[src/rtl/boot_pkg.sv]
// State encoding and default sizing shared by the instruction-memory boot loader.
package boot_pkg;

  typedef enum logic [2:0] {
    IDLE,
    ACCEPT,
    HOLD,
    RELEASE,
    RUN,
    HALTED
  } boot_state_t;

  localparam int DEF_HOLD_CYCLES = 2;
  localparam int DEF_MAX_WORDS   = 64;
  localparam int DEF_HALT_CYCLES = 4;

endpackage

[src/rtl/pc_stall_detector.sv]
// Counts consecutive enabled cycles with an unchanged PC; stall rises once HALT_CYCLES is reached.
// One cycle from the PC settling to the first count; the counter saturates and clears on any change.
module pc_stall_detector
  import boot_pkg::*;
#(
  parameter int HALT_CYCLES = DEF_HALT_CYCLES
) (
  input  logic        clk,
  input  logic        rst,
  input  logic        en,
  input  logic [31:0] pc,
  output logic        stall
);

  localparam int CW = $clog2(HALT_CYCLES + 1);

  logic [31:0]   pc_q;
  logic [CW-1:0] cnt;

  always_ff @(posedge clk) begin
    if (rst) begin
      pc_q <= '0;
      cnt  <= '0;
    end else begin
      pc_q <= pc;
      if (!en || (pc != pc_q)) begin
        cnt <= '0;
      end else if (cnt != CW'(HALT_CYCLES)) begin
        cnt <= cnt + 1'b1;
      end
    end
  end

  assign stall = en && (cnt == CW'(HALT_CYCLES));

endmodule

[src/rtl/imem_boot_loader.sv]
// Boot sequencer: streams a program into CPU instruction memory while holding the CPU in reset.
// Define BOOT_HALT_DETECT_EN to move RUN -> HALTED when the CPU PC stops changing.
module imem_boot_loader
  import boot_pkg::*;
#(
  parameter int HOLD_CYCLES = DEF_HOLD_CYCLES,
  parameter int MAX_WORDS   = DEF_MAX_WORDS,
  parameter int HALT_CYCLES = DEF_HALT_CYCLES,
  localparam int CW = $clog2(MAX_WORDS + 1)
) (
  input  logic          clk,
  input  logic          rst,
  input  logic          start,
  input  logic          load_valid,
  output logic          load_ready,
  input  logic [31:0]   load_data,
  input  logic [31:0]   load_addr,
  input  logic          load_last,
  output logic          initialize,
  output logic [31:0]   instruction_initialize_data,
  output logic [31:0]   instruction_initialize_address,
  output logic          cpu_rst,
  output logic          busy,
  output logic          done,
  output logic          error,
  output logic [CW-1:0] word_count,
  input  logic [31:0]   cpu_pc,
  output logic          halted
);

  localparam int HW = (HOLD_CYCLES > 1) ? $clog2(HOLD_CYCLES) : 1;

  boot_state_t   state_q, state_d;
  logic [HW-1:0] hold_q;
  logic          last_q, mis_q, mis_d;
  logic          hs, hold_end, start_acc, stall;

`ifdef BOOT_HALT_DETECT_EN
  pc_stall_detector #(
    .HALT_CYCLES(HALT_CYCLES)
  ) u_stall (
    .clk  (clk),
    .rst  (rst),
    .en   (state_q == RUN),
    .pc   (cpu_pc),
    .stall(stall)
  );
`else
  logic unused_pc;
  assign stall     = 1'b0;
  assign unused_pc = (^cpu_pc) ^ (HALT_CYCLES > 0);
`endif

  always_comb begin
    state_d   = state_q;
    hs        = load_ready && load_valid;
    hold_end  = (state_q == HOLD) && (hold_q == HW'(HOLD_CYCLES - 1));
    start_acc = start && (state_q inside {IDLE, RUN, HALTED});
    // A misaligned word is counted but kept off the bus for its whole HOLD.
    mis_d     = hs ? (load_addr[1:0] != 2'b00) : mis_q;
    case (state_q)
      IDLE, HALTED: if (start) state_d = ACCEPT;
      ACCEPT:       if (hs) state_d = HOLD;
      HOLD: begin
        if (hold_end) begin
          state_d = (last_q || (word_count == CW'(MAX_WORDS))) ? RELEASE : ACCEPT;
        end
      end
      RELEASE:      state_d = RUN;
      RUN: begin
        if (start) state_d = ACCEPT;
        else if (stall) state_d = HALTED;
      end
      default:      state_d = IDLE;
    endcase
  end

  always_ff @(posedge clk) begin
    if (rst) begin
      state_q                        <= IDLE;
      hold_q                         <= '0;
      last_q                         <= 1'b0;
      mis_q                          <= 1'b0;
      load_ready                     <= 1'b0;
      initialize                     <= 1'b0;
      cpu_rst                        <= 1'b1;
      busy                           <= 1'b0;
      done                           <= 1'b0;
      halted                         <= 1'b0;
      error                          <= 1'b0;
      word_count                     <= '0;
      instruction_initialize_data    <= '0;
      instruction_initialize_address <= '0;
    end else begin
      state_q    <= state_d;
      mis_q      <= mis_d;
      // Outputs are decoded from the next state so they line up with state_q.
      load_ready <= (state_d == ACCEPT);
      initialize <= (state_d == ACCEPT) || ((state_d == HOLD) && !mis_d);
      cpu_rst    <= (state_d != RUN);
      busy       <= (state_d inside {ACCEPT, HOLD, RELEASE});
      done       <= (state_d == RUN);
      halted     <= (state_d == HALTED);

      if (start_acc) begin
        word_count <= '0;
        error      <= 1'b0;
      end

      if (hs) begin
        word_count <= word_count + 1'b1;
        last_q     <= load_last;
        hold_q     <= '0;
        if (mis_d) begin
          error <= 1'b1;
        end else begin
          instruction_initialize_data    <= load_data;
          instruction_initialize_address <= load_addr;
        end
      end else if (state_q == HOLD) begin
        hold_q <= hold_q + 1'b1;
      end

      if (hold_end && !last_q && (word_count == CW'(MAX_WORDS))) begin
        error <= 1'b1;
      end
    end
  end

endmodule

[config.mk]
export PLATFORM = sky130hd
export DESIGN_NAME = imem_boot_loader
export DESIGN_NICKNAME = d
export VERILOG_FILES = /design/src/rtl/boot_pkg.sv /design/src/rtl/pc_stall_detector.sv /design/src/rtl/imem_boot_loader.sv
export SDC_FILE = /design/constraint.sdc
export NUM_CORES = 1
export LEC_CHECK = 0
export ABC_AREA = 1
export CORE_ASPECT_RATIO = 0.9
export CORE_UTILIZATION = 42
export CTS_CLUSTER_SIZE = 25
export DETAILED_ROUTE_END_ITERATION = 7
export GPL_TIMING_DRIVEN = 0
export MAX_ROUTING_LAYER = met4
export PLACE_DENSITY = 0.84
export SETUP_SLACK_MARGIN = 0.05
export SLEW_MARGIN = 5
export SYNTH_ARGS = -nofsm -noshare
export SYNTH_HDL_FRONTEND = slang
export SYNTH_HIERARCHICAL = 1
export SYNTH_SLANG_ARGS = --single-unit
[constraint.sdc]
create_clock -name clk -period 3.5 [get_ports clk]
set_clock_uncertainty 0.2 [all_clocks]
set_input_delay 0.35 -clock clk [delete_from_list [all_inputs] [get_ports clk]]
set_output_delay 0.35 -clock clk [all_outputs]
set_load 0.05 [all_outputs]
Word-level counts from Yosys, hierarchy flattened

Index checks and enable logic that the tools add are counted.

Add/sub/neg operators: 2
Equality and inequality tests: 12
Mux-type cells: 12
Bitwise gates (word level): 1
Reduce and logical (&&, ||, !) cells: 18

Operators with widths:

| cell                                           | count |
|---|---|
| two-way mux 7 bit                              | 2 |
| == test 3 x 2 -> 1 bit (second input constant) | 4 |
| == test 3 bit (second input constant)          | 4 |
| one-hot mux 3 bit (4 select lines)             | 1 |
| two-way mux 3 bit                              | 3 |
| adder 7 x 1 -> 7 bit (second input constant)   | 1 |
| == test 7 bit (second input constant)          | 1 |
| == test 3 x 1 -> 1 bit (second input constant) | 2 |
| logical AND 1 bit                              | 6 |
| nonzero test 3 bit                             | 2 |
| two-way mux 1 bit                              | 5 |
| nonzero test 2 bit                             | 2 |
| zero test 3 bit                                | 1 |
| inequality test 3 bit (second input constant)  | 1 |
| OR reduction 3 bit                             | 1 |
| zero test 1 bit                                | 2 |
| logical OR 1 bit                               | 2 |
| two-way mux 2 bit                              | 1 |
| AND reduction 2 bit                            | 1 |
| OR reduction 2 bit                             | 1 |
| adder 1 bit (second input constant)            | 1 |
| inverter 1 bit                                 | 1 |

Register bits after elaboration: 84
Input port bits: 101
Output and inout port bits: 78
Word-level logic and storage cells: 59

Logic depth before layout (Yosys ltp)

Gate-level depths: netlist of the first run.

Depth in word-level cells: 8
Gate-level depth with buffers: 10
Depth with buffers taken out: 8

Worst setup path after synthesis of the first run

No wires, ideal clock.

Path kind: register to register
Start point: register load_ready
End point: register instruction_initialize_address[10]
Library setup time: 0.116 ns
Arrival time: 1.585 ns
Data required time: 3.184 ns
Slack: 1.599 ns
Stages on the path, launching flop included: 10
Buffers on the path: 2
Clock period less this slack: 1.901 ns
Cells stage by stage: dfxtp_1 nand2_4 nand2_1 nand2_4 nor2_4 buf_12 inv_16 buf_12 nor2_2 nor2_1

Cells in the longest elaborated chain, start to end: 4

RTL lines:

| element                         | RTL line                | source |
|---|---|---|
| start, declared                 | imem_boot_loader.sv:15  | `output logic load_ready,` |
| start signal, assigned          | imem_boot_loader.sv:98  | `load_ready <= (state_d == ACCEPT);` |
| logical AND 1 bit *             | imem_boot_loader.sv:56  | `hs = load_ready && load_valid;` |
| two-way mux 1 bit               | imem_boot_loader.sv:60  | `mis_d = hs ? (load_addr[1:0] != 2'b00) : mis_q;` |
| inverter 1 bit (no line)        | -                       |  |
| AND reduction 2 bit (no line) * | -                       |  |
| end signal, assigned            | imem_boot_loader.sv:118 | `instruction_initialize_address <= load_addr;` |
| end, declared                   | imem_boot_loader.sv:21  | `output logic [31:0] instruction_initialize_address,` |

Every way passes the cells marked *; elsewhere a longest branch is shown, timed or not.
A chain may end at the register's enable or synchronous reset.

Worst setup path after layout of the first run

Start point: register word_count[2]
End point: output word_count[2]

RTL lines:

| element                | RTL line                | source |
|---|---|---|
| start, declared        | imem_boot_loader.sv:26  | `output logic [CW-1:0] word_count,` |
| start signal, assigned | imem_boot_loader.sv:111 | `word_count <= word_count + 1'b1;` |

No word-level cell between the ends.

==> results.json, run 1 <==
{
  "status": "complete, no violations",
  "grtUsageMet2_pct": 35.6,
  "drt-total-wl_mm": 8.75,
  "seq_area_frac_synth_pct": 50.0,
  "powerDensity_mw_per_mm2": 461,
  "slew_headroom_pct": 64.5,
  "grt_max_degree": 15,
  "io_pins": 179,
  "syn_to_final_growth_pct": 53.3,
  "die-height_um": 86.9,
  "netlist-cell-type-count": 25,
  "clock_latency_ns": 0.34,
  "busiest_layer": "met2",
  "gr-usage-met1_pct": 27.3,
  "gp_congestion": 0.844,
  "hold_start": "instruction_initialize_address[0]",
  "cp_top_family": "buffers and inverters",
  "netlist_area_mm2": 0.00337,
  "cp-startpoint": "word_count[2]",
  "drt_iter0_drc": 140,
  "finalHoldViolations": 0,
  "cts_setup_buffers": 0,
  "dieArea_mm2": 0.00838,
  "ctsHtreeMaxLevel": 3,
  "hold_class": "flop to flop",
  "gr-total-overflow": 0,
  "p_leak_nw": 2.06,
  "finalSetupViolCount": 0,
  "max_stage_delay_ns": 0.84,
  "start_util_pct": 44.0,
  "synth_edf_count": 0,
  "cp_data_required_time_ns": 2.95,
  "reg2reg_from": "load_ready",
  "syn_inst": 394,
  "rows": 30,
  "clkSinkCount": 84,
  "fin_ws_ns": 1.33,
  "grt_usage_pct": 22.3,
  "crit_buf_inv": 1,
  "fin_total_pwr_mw": 2.38,
  "grtUsageMet3_pct": 7.07,
  "ir_drop_mv": 0.256,
  "dr.pass1.iters": 4,
  "dp_slack_ns": 1.29,
  "core_area_mm2": 0.00766,
  "antenna_found_initial": 0,
  "synth.net_count": 497,
  "vias_per_cell": 4.79,
  "async_flop_share_pct": 0,
  "detail-route-antenna-nets": 0,
  "drc": 0,
  "grt_pass1_vias": 2989,
  "worstMarginPinSlew_ns": 0.531,
  "wl_per_cell_um": 13.4,
  "maxSlewViolCount": 0,
  "die_width_um": 96.4,
  "drive_gt1_share_pct": 17.3,
  "cts_resized": 0,
  "cts-buffers-inserted": 9,
  "ys.flop_type": "dfxtp_1",
  "dpl.hpwl_mm": 6.50,
  "avgSynthCellArea_um2": 8.54,
  "clk_pin_slew_ns": 0.09,
  "cts_max_path_buffers": 2,
  "min_period_over_period_pct": 61.9,
  "setup_tns_ns": 0,
  "worstSetupPathType": "flop to output port",
  "synth_seq_cells": 84,
  "synth_warnings": 6,
  "worstPathCellList": "clkdlybuf4s50_1",
  "arrival_ns": 1.62,
  "cts_tree": "done",
  "end_kind": "output port",
  "insertedDiodeCount": 0,
  "cts-root-buf": "clkbuf_8",
  "grt_pass1_wl_mm": 14.0,
  "fin_nets": 654,
  "max_cap_viol_count": 0,
  "cp_slowest_cell": "clkdlybuf4s50_1",
  "numPortBuffers": 146,
  "finalCriticalPeriod_ns": 2.17,
  "cp-start-kind": "flop",
  "fin_hold_ws_ns": 0.252,
  "holdBufCountCts": 0,
  "crit_fanout": 7,
  "rsz0062_at_grt": "false",
  "vias": 3126,
  "max_freq_mhz": 461
}
-- per-layer routing --
metal,share of wire (%),vias to the layer above
met4,1.5,0
met1,44,1416
met2,48,118
li1,-,1575
met3,6.8,17
met5,0,-
-- layout by cell type (no fill, tap or decap) --
cell,instances
inv_4,1
buf_6,5
clkinvlp_4,1
and3_2,1
nand3_1,8
buf_12,7
a31oi_1,1
clkinv_2,1
nand4_1,2
o21ai_4,1
ha_1,2
inv_16,1
o21ai_0,70
nor3_1,4
inv_1,18
nor4_1,1
o21bai_2,1
clkbuf_1,7
nand2_1,21
bufinv_16,1
a21oi_1,12
nand2_4,2
nor2_1,82
nor2_2,60
clkinv_1,1
clkdlybuf4s50_1,146
clkinv_4,2
clkbuf_8,11
dfxtp_1,84
nor2_4,1
dlymetal6s2s_1,1
-- worst reg2reg max path: stages, from the launching register on --
cell and delay (ns):
dfxtp_1 0.37, nand2_4 0.12, inv_4 0.14, o21ai_4 0.09, nand2_4 0.08, nor2_4 0.05
buf_12 0.15, buf_6 0.14, o21ai_0 0.21, nor2_1 0.07
-- Yosys cell counts (2+ instances only) --
master / instances / share of area, %
nor3_1: 4 / 0.59
inv_1: 18 / 2.0
nand4_1: 2 / 0.37
buf_6: 5 / 1.7
buf_12: 7 / 4.2
ha_1: 2 / 0.74
nor2_1: 82 / 9.1
clkbuf_1: 7 / 0.78
nand2_4: 2 / 0.67
nand2_1: 21 / 2.3
nor2_2: 60 / 11
o21ai_0: 70 / 10
dfxtp_1: 84 / 50
nand3_1: 8 / 1.2
a21oi_1: 12 / 1.8
-- final timing paths --
kind	slack (ns)	to	depth (start not counted)
setup / recovery	1.33	word_count[2]	1
hold / removal	0.25	instruction_initialize_address[0]	2
setup reg to reg	1.77	instruction_initialize_data[2]	9
hold reg to reg	0.25	instruction_initialize_address[0]	2
-- report_power, final --
part / internal (mW) / total [mW] / switching [mW]
clock network: 0.370 / 0.720 / 0.350
registers: 1.02 / 1.05 / 0.0329
logic: 0.237 / 0.607 / 0.370
-- cells by family after synthesis --
group	after synthesis	synth area share [%]
AOI/OAI and AO/OA	85	13.2
and+or+nand+nor	182	26.2
DFF	84	50.0
buffers and inverters	41	9.89
adders and majority gates	2	0.743
-- state kept, by name, indices dropped and copies added, names as in the netlist --
name / count
instruction_initialize_address: 32
instruction_initialize_data: 32
word_count: 7
state_q: 3
busy: 1
cpu_rst: 1
done: 1
error: 1
halted: 1
hold_q: 1
initialize: 1
last_q: 1
load_ready: 1
mis_q: 1
-- through the flow --
| step | std cells | utilization, % | area (um2) |
|---|---|---|---|
| final | 652 | 67.4 | 5160 |
| after global routing | 652 | 67.4 | 5160 |
| after CTS | 652 | 67.4 | 5160 |
| after detailed placement | 636 | 64.6 | 4950 |
| after global placement | 636 | 64.6 | 4950 |
| after floorplan | 394 | - | 3370 |
-- final cells by class --
type	count	area (um2)
Tap cell	96	120
Sequential cell	84	1680
Fill cell	622	2500
Timing Repair Buffer	146	1460
Buffer	20	235
Inverter	21	97.6
Clock inverter	5	60.1
Clock buffer	11	151
Multi-Input combinational cell	269	1350
No activity file was read; power rests on OpenSTA's default activity.
==> inputs of run 2 (changes only) <==
--- a/config.mk
+++ b/config.mk
@@ -7,12 +7,12 @@
 export LEC_CHECK = 0
 export ABC_AREA = 1
 export CORE_ASPECT_RATIO = 0.9
-export CORE_UTILIZATION = 42
+export CORE_UTILIZATION = 39
 export CTS_CLUSTER_SIZE = 25
 export DETAILED_ROUTE_END_ITERATION = 7
 export GPL_TIMING_DRIVEN = 0
 export MAX_ROUTING_LAYER = met4
-export PLACE_DENSITY = 0.84
+export PLACE_DENSITY = 0.79
 export SETUP_SLACK_MARGIN = 0.05
 export SLEW_MARGIN = 5
 export SYNTH_ARGS = -nofsm -noshare
==> constraint.sdc (replaced) <==
create_clock -name clk -period 2.25 [get_ports clk]
set_clock_uncertainty 0.2 [all_clocks]
set_input_delay 0.225 -clock clk [delete_from_list [all_inputs] [get_ports clk]]
set_output_delay 0.225 -clock clk [all_outputs]
set_load 0.05 [all_outputs]
==> results.json, run 2 (synthesized netlist as in run 1, its figures left out) <==
{
  "post-route-util_pct": 63.2,
  "cp_top_family": "buffers and inverters",
  "r2r_cells": 9,
  "io_pins": 179,
  "min_to": "instruction_initialize_address[1]",
  "worstSetupPathType": "flop to output port",
  "start_util_pct": 40.9,
  "maxSlewViolCount": 0,
  "hold_start": "instruction_initialize_address[1]",
  "drive_gt1_share_pct": 17.1,
  "final_cell_mix": "clkdlybuf4s50_1 (146), dfxtp_1 (84), nor2_1 (82), o21ai_0 (70), nor2_2 (60)",
  "vias_per_cell": 4.64,
  "syn_to_final_growth_pct": 54.4,
  "worstMarginPinSlew_ns": 0.541,
  "finalHoldViolations": 0,
  "p_leak_nw": 2.06,
  "setup_tns_ns": 0,
  "die-height_um": 90.1,
  "p_int_mw": 2.61,
  "max_freq_mhz": 489,
  "fin_total_pwr_mw": 3.78,
  "status": "complete, no violations",
  "cp_slowest_cell": "clkdlybuf4s50_1",
  "instances_no_fill": 671,
  "ctsHtreeMaxLevel": 3,
  "cp_data_required_time_ns": 1.82,
  "powerDensity_mw_per_mm2": 727,
  "fin_nets": 654,
  "dieArea_mm2": 0.00901,
  "cts_setup_buffers": 0,
  "grt_pass1_vias": 3049,
  "hold_depth": 2,
  "numPortBuffers": 146,
  "cts_max_path_buffers": 2,
  "ir_drop_mv": 0.407,
  "clk_pin_slew_ns": 0.09,
  "cp-start-kind": "flop",
  "worstPathCellList": "clkdlybuf4s50_1",
  "hold_class": "flop to flop",
  "arrival_ns": 1.62,
  "dp_slack_ns": 0.155,
  "p_seq_share_pct": 43.3,
  "cp.depth": 1,
  "p_sw_mw": 1.16,
  "holdBufCountCts": 0,
  "grt_usage_pct": 20.0,
  "vias": 3111,
  "antenna_found_initial": 0,
  "p_sw_share_pct": 30.8,
  "cts_resized": 0,
  "final_common_cell": "clkdlybuf4s50_1",
  "reg2reg_from": "load_ready",
  "drt-total-wl_mm": 8.58,
  "clkPwrFrac_pct": 31.8,
  "drc": 0,
  "cts_tree": "done",
  "finalSetupViolCount": 0,
  "max_stage_delay_ns": 0.84,
  "die_width_um": 99.9,
  "combPwrFrac_pct": 24.9,
  "slew_headroom_pct": 63.8,
  "grt_pass1_wl_mm": 13.9,
  "rows": 31,
  "dpl.hpwl_mm": 6.31,
  "dr.pass1.iters": 4,
  "drt_iter0_drc": 76,
  "gr-total-overflow": 0,
  "dp.cells": 655,
  "cts-buffers-inserted": 9,
  "grt_max_degree": 15,
  "insertedDiodeCount": 0,
  "max_cap_viol_count": 0,
  "nFillCells": 726,
  "crit_fanout": 6,
  "top_regs": "instruction_initialize_address (32), instruction_initialize_data (32), word_count (7)",
  "finalCriticalPeriod_ns": 2.05,
  "clkSinkCount": 84,
  "rr_endpoint": "instruction_initialize_data[15]",
  "gp_congestion": 0.837,
  "end_kind": "output port",
  "rsz0062_at_grt": "false",
  "regToRegSetupSlack_ns": 0.54,
  "fin_ws_ns": 0.205,
  "clock_latency_ns": 0.34,
  "detail-route-antenna-nets": 0,
  "core_area_mm2": 0.00822,
  "min_period_over_period_pct": 90.9,
  "cts-root-buf": "clkbuf_8",
  "crit_buf_inv": 1,
  "wl_per_cell_um": 12.8
}
-- run 2: cell type report --
| cell class | instances | area [um2] | area share, % |
|---|---|---|---|
| Clock inverter | 5 | 85.1 | 1.64 |
| Inverter | 21 | 97.6 | 1.88 |
| Clock buffer | 11 | 141 | 2.72 |
| Tap cell | 115 | 144 | 2.77 |
| Timing Repair Buffer | 146 | 1460 | 28.1 |
| Multi-Input combinational cell | 269 | 1350 | 26.0 |
| Buffer | 20 | 235 | 4.53 |
| Sequential cell | 84 | 1680 | 32.4 |
-- run 2: stage by stage --
step                      hold slack (ns)  instance area (um2)
after floorplan                    0.0941                 3370
after global placement              0.231                 4970
after detailed placement            0.238                 4970
after CTS                           0.243                 5200
after global routing                0.258                 5200
final                               0.250                 5200
-- run 2: power by group through the flow --
stage | Clock [mW] | Combinational, mW | Sequential, mW
finish | 1.20 | 0.940 | 1.63
global route | 1.30 | 0.996 | 1.64
CTS | 1.24 | 0.947 | 1.63
detailed placement | 0 | 0.943 | 1.67
global placement | 0 | 0.933 | 1.67
floorplan | 0 | 0.247 | 1.99
-- run 2: worst max-delay path by stage --
| stage | start | to | slack [ns] |
|---|---|---|---|
| floorplan | load_ready | instruction_initialize_address[10] | 0.35 |
| global placement | rst | instruction_initialize_data[5] | 0.18 |
| detailed placement | load_valid | instruction_initialize_data[15] | 0.16 |
| CTS | word_count[3] | word_count[3] | 0.18 |
| global route | word_count[2] | word_count[2] | 0.12 |
| finish | word_count[3] | word_count[3] | 0.20 |
-- run 2: tightest hold or removal path, stage by stage (launching register included) --
cell and delay [ns]:
dfxtp_1 0.32, nand2_1 0.06, nor2_1 0.04
-- run 2: layer usage --
metal / wire length [um] / track usage (%)
met1: 3750 / 23.2
met2: 4210 / 33.4
met5: 0 / -
met3: 532 / 5.52
met4: 82 / 5.88
==> inputs of run 3 (changes only) <==
--- a/config.mk
+++ b/config.mk
@@ -7,12 +7,13 @@
 export LEC_CHECK = 0
 export ABC_AREA = 1
 export CORE_ASPECT_RATIO = 0.9
-export CORE_UTILIZATION = 39
+export CORE_UTILIZATION = 54
 export CTS_CLUSTER_SIZE = 25
 export DETAILED_ROUTE_END_ITERATION = 7
+export DONT_BUFFER_PORTS = 1
 export GPL_TIMING_DRIVEN = 0
 export MAX_ROUTING_LAYER = met4
-export PLACE_DENSITY = 0.79
+export PLACE_DENSITY = 0.68
 export SETUP_SLACK_MARGIN = 0.05
 export SLEW_MARGIN = 5
 export SYNTH_ARGS = -nofsm -noshare
==> results.json, run 3 (synthesized netlist as in run 1, its figures left out) <==
{
  "worstSetupPathType": "flop to flop",
  "finalCriticalPeriod_ns": 2.01,
  "cts_setup_buffers": 0,
  "cts-buffers-inserted": 9,
  "ir_drop_mv": 0.474,
  "maxSlewViolCount": 0,
  "final_cell_mix": "nor2_1 (82), dfxtp_1 (82), o21ai_0 (70), dlygate4sd3_1 (67), nor2_2 (60)",
  "die_width_um": 85.2,
  "antenna_found_initial": 0,
  "arrival_ns": 2.05,
  "die-height_um": 76.9,
  "combPwrFrac_pct": 11.3,
  "dr.pass1.iters": 4,
  "worstMarginPinSlew_ns": 0.646,
  "drc": 0,
  "fin_hold_ws_ns": 0.0335,
  "syn_to_final_growth_pct": 29.7,
  "detail-route-antenna-nets": 0,
  "grt_pass1_wl_mm": 13.3,
  "max_freq_mhz": 496,
  "grt_usage_pct": 26.7,
  "dieArea_mm2": 0.00655,
  "vias_per_cell": 5.21,
  "drive_gt1_share_pct": 20.4,
  "rows": 26,
  "vias": 2843,
  "powerDensity_mw_per_mm2": 837,
  "grt_max_degree": 14,
  "gp_congestion": 0.830,
  "io_pins": 179,
  "end_kind": "flop",
  "p_sw_mw": 1.11,
  "worstPathCellList": "inv_1 > ha_1 > nand2_1 > nor2_1 > o21bai_2 > nand3_1 > nor2_1 > inv_1",
  "drt-total-wl_mm": 8.23,
  "core_area_mm2": 0.00586,
  "p_int_mw": 2.54,
  "crit_fanout": 5,
  "clkPwrFrac_pct": 34.7,
  "ctsHtreeMaxLevel": 3,
  "min_period_over_period_pct": 89.5,
  "max_stage_delay_ns": 0.71,
  "post-route-util_pct": 74.5,
  "rsz0062_at_grt": "false",
  "status": "complete, no violations",
  "clk_pin_slew_ns": 0.09,
  "numPortBuffers": 0,
  "clock_latency_ns": 0.35,
  "dpl.hpwl_mm": 5.03,
  "max_cap_viol_count": 0,
  "slew_headroom_pct": 56.9,
  "cts_tree": "done",
  "cts-root-buf": "clkbuf_8",
  "hold_class": "input pin to flop",
  "drt_iter0_drc": 135,
  "setup_tns_ns": 0,
  "cp_slowest_cell": "dfxtp_1",
  "instances_no_fill": 546,
  "top_regs": "instruction_initialize_address (32), instruction_initialize_data (32), word_count (7)",
  "cp_top_family": "flip-flops",
  "p_sw_share_pct": 30.5,
  "fin_nets": 575,
  "crit_buf_inv": 2,
  "gr-total-overflow": 0,
  "insertedDiodeCount": 0,
  "clkSinkCount": 84,
  "cp-start-kind": "flop",
  "dp.cells": 464,
  "wl_per_cell_um": 15.1,
  "p_leak_nw": 1.82,
  "finalSetupViolCount": 0,
  "p_seq_share_pct": 54.1,
  "cp_data_required_time_ns": 2.29,
  "cts_max_path_buffers": 2,
  "grt_pass1_vias": 2855,
  "start_util_pct": 57.5,
  "finalHoldViolations": 0
}
==> run 3: changes by cell type in the layout (fill, tap and decap cells not counted) <==
cell,delta
dfxtp_2,+2
dfxtp_1,-2
clkbuf_1,-1
bufinv_16,+1
clkdlybuf4s50_1,-146
clkinv_2,+2
clkinvlp_4,-1
clkinv_4,-2
dlygate4sd3_1,+67
==> run 3: power by group through the flow <==
stage               Clock (mW)  Sequential [mW]  Combinational, mW
finish                    1.27             1.98              0.411
global route              1.37             1.99              0.457
CTS                       1.29             1.97              0.404
detailed placement           0             2.01              0.296
global placement             0             2.01              0.288
floorplan                    0             1.99              0.247
==> run 3: path summary, 6_finish.rpt <==
kind	from	end	slack, ns	cells past startpoint
max reg2reg	word_count[1]	cpu_rst	0.24	8
min reg2reg	hold_q	hold_q	0.28	2
max	word_count[1]	cpu_rst	0.24	8
min	start	state_q[2]	0.03	5
==> run 3: timing repair <==
| item | 4_1_cts | 5_1_grt |
|---|---|---|
| endpoints found under the hold margin | 72 | 0 |
| gates resized for setup | 0 | 2 |
| hold buffers | 67 | 0 |
| setup endpoints to repair | 0 | 35 |
==> run 3: area by class of cell <==
cell class | instances | area, um2
sequential | 84 | 1680
clock inverter | 5 | 100
fill | 437 | 1490
clock buffer | 10 | 138
inverter | 21 | 97.6
buffer | 20 | 235
multi-input combinational | 269 | 1350
tap | 70 | 87.6
timing repair buffer | 67 | 671
==> run 3: worst reg2reg max path: stages, from the launching register on <==
cell      delay (ns)
dfxtp_1         0.71
inv_1           0.14
ha_1            0.21
nand2_1         0.06
nor2_1          0.07
o21bai_2        0.20
nand3_1         0.11
nor2_1          0.15
inv_1           0.05
==> run 3: metrics by stage <==
step	power (mW)	setup slack (ns)	area (um2)
2_1_floorplan	2.23	0.349	3370
3_3_place_gp	2.30	0.186	3450
3_5_place_dp	2.30	0.157	3450
4_1_cts	3.67	0.0944	4360
5_1_grt	3.81	0.0826	4360
6_report	3.65	0.235	4360
==> run 3: routing by layer <==
| layer | vias to the layer above | global-route usage [%] | share of wire, % | wire length [um] |
|---|---|---|---|---|
| met5 | - | - | 0 | 0 |
| met4 | 0 | 10.0 | 2.4 | 201 |
| met3 | 20 | 8.93 | 6.9 | 569 |
| met2 | 114 | 44.7 | 50 | 4080 |
| met1 | 1291 | 29.6 | 41 | 3380 |
| li1 | 1418 | - | - | - |
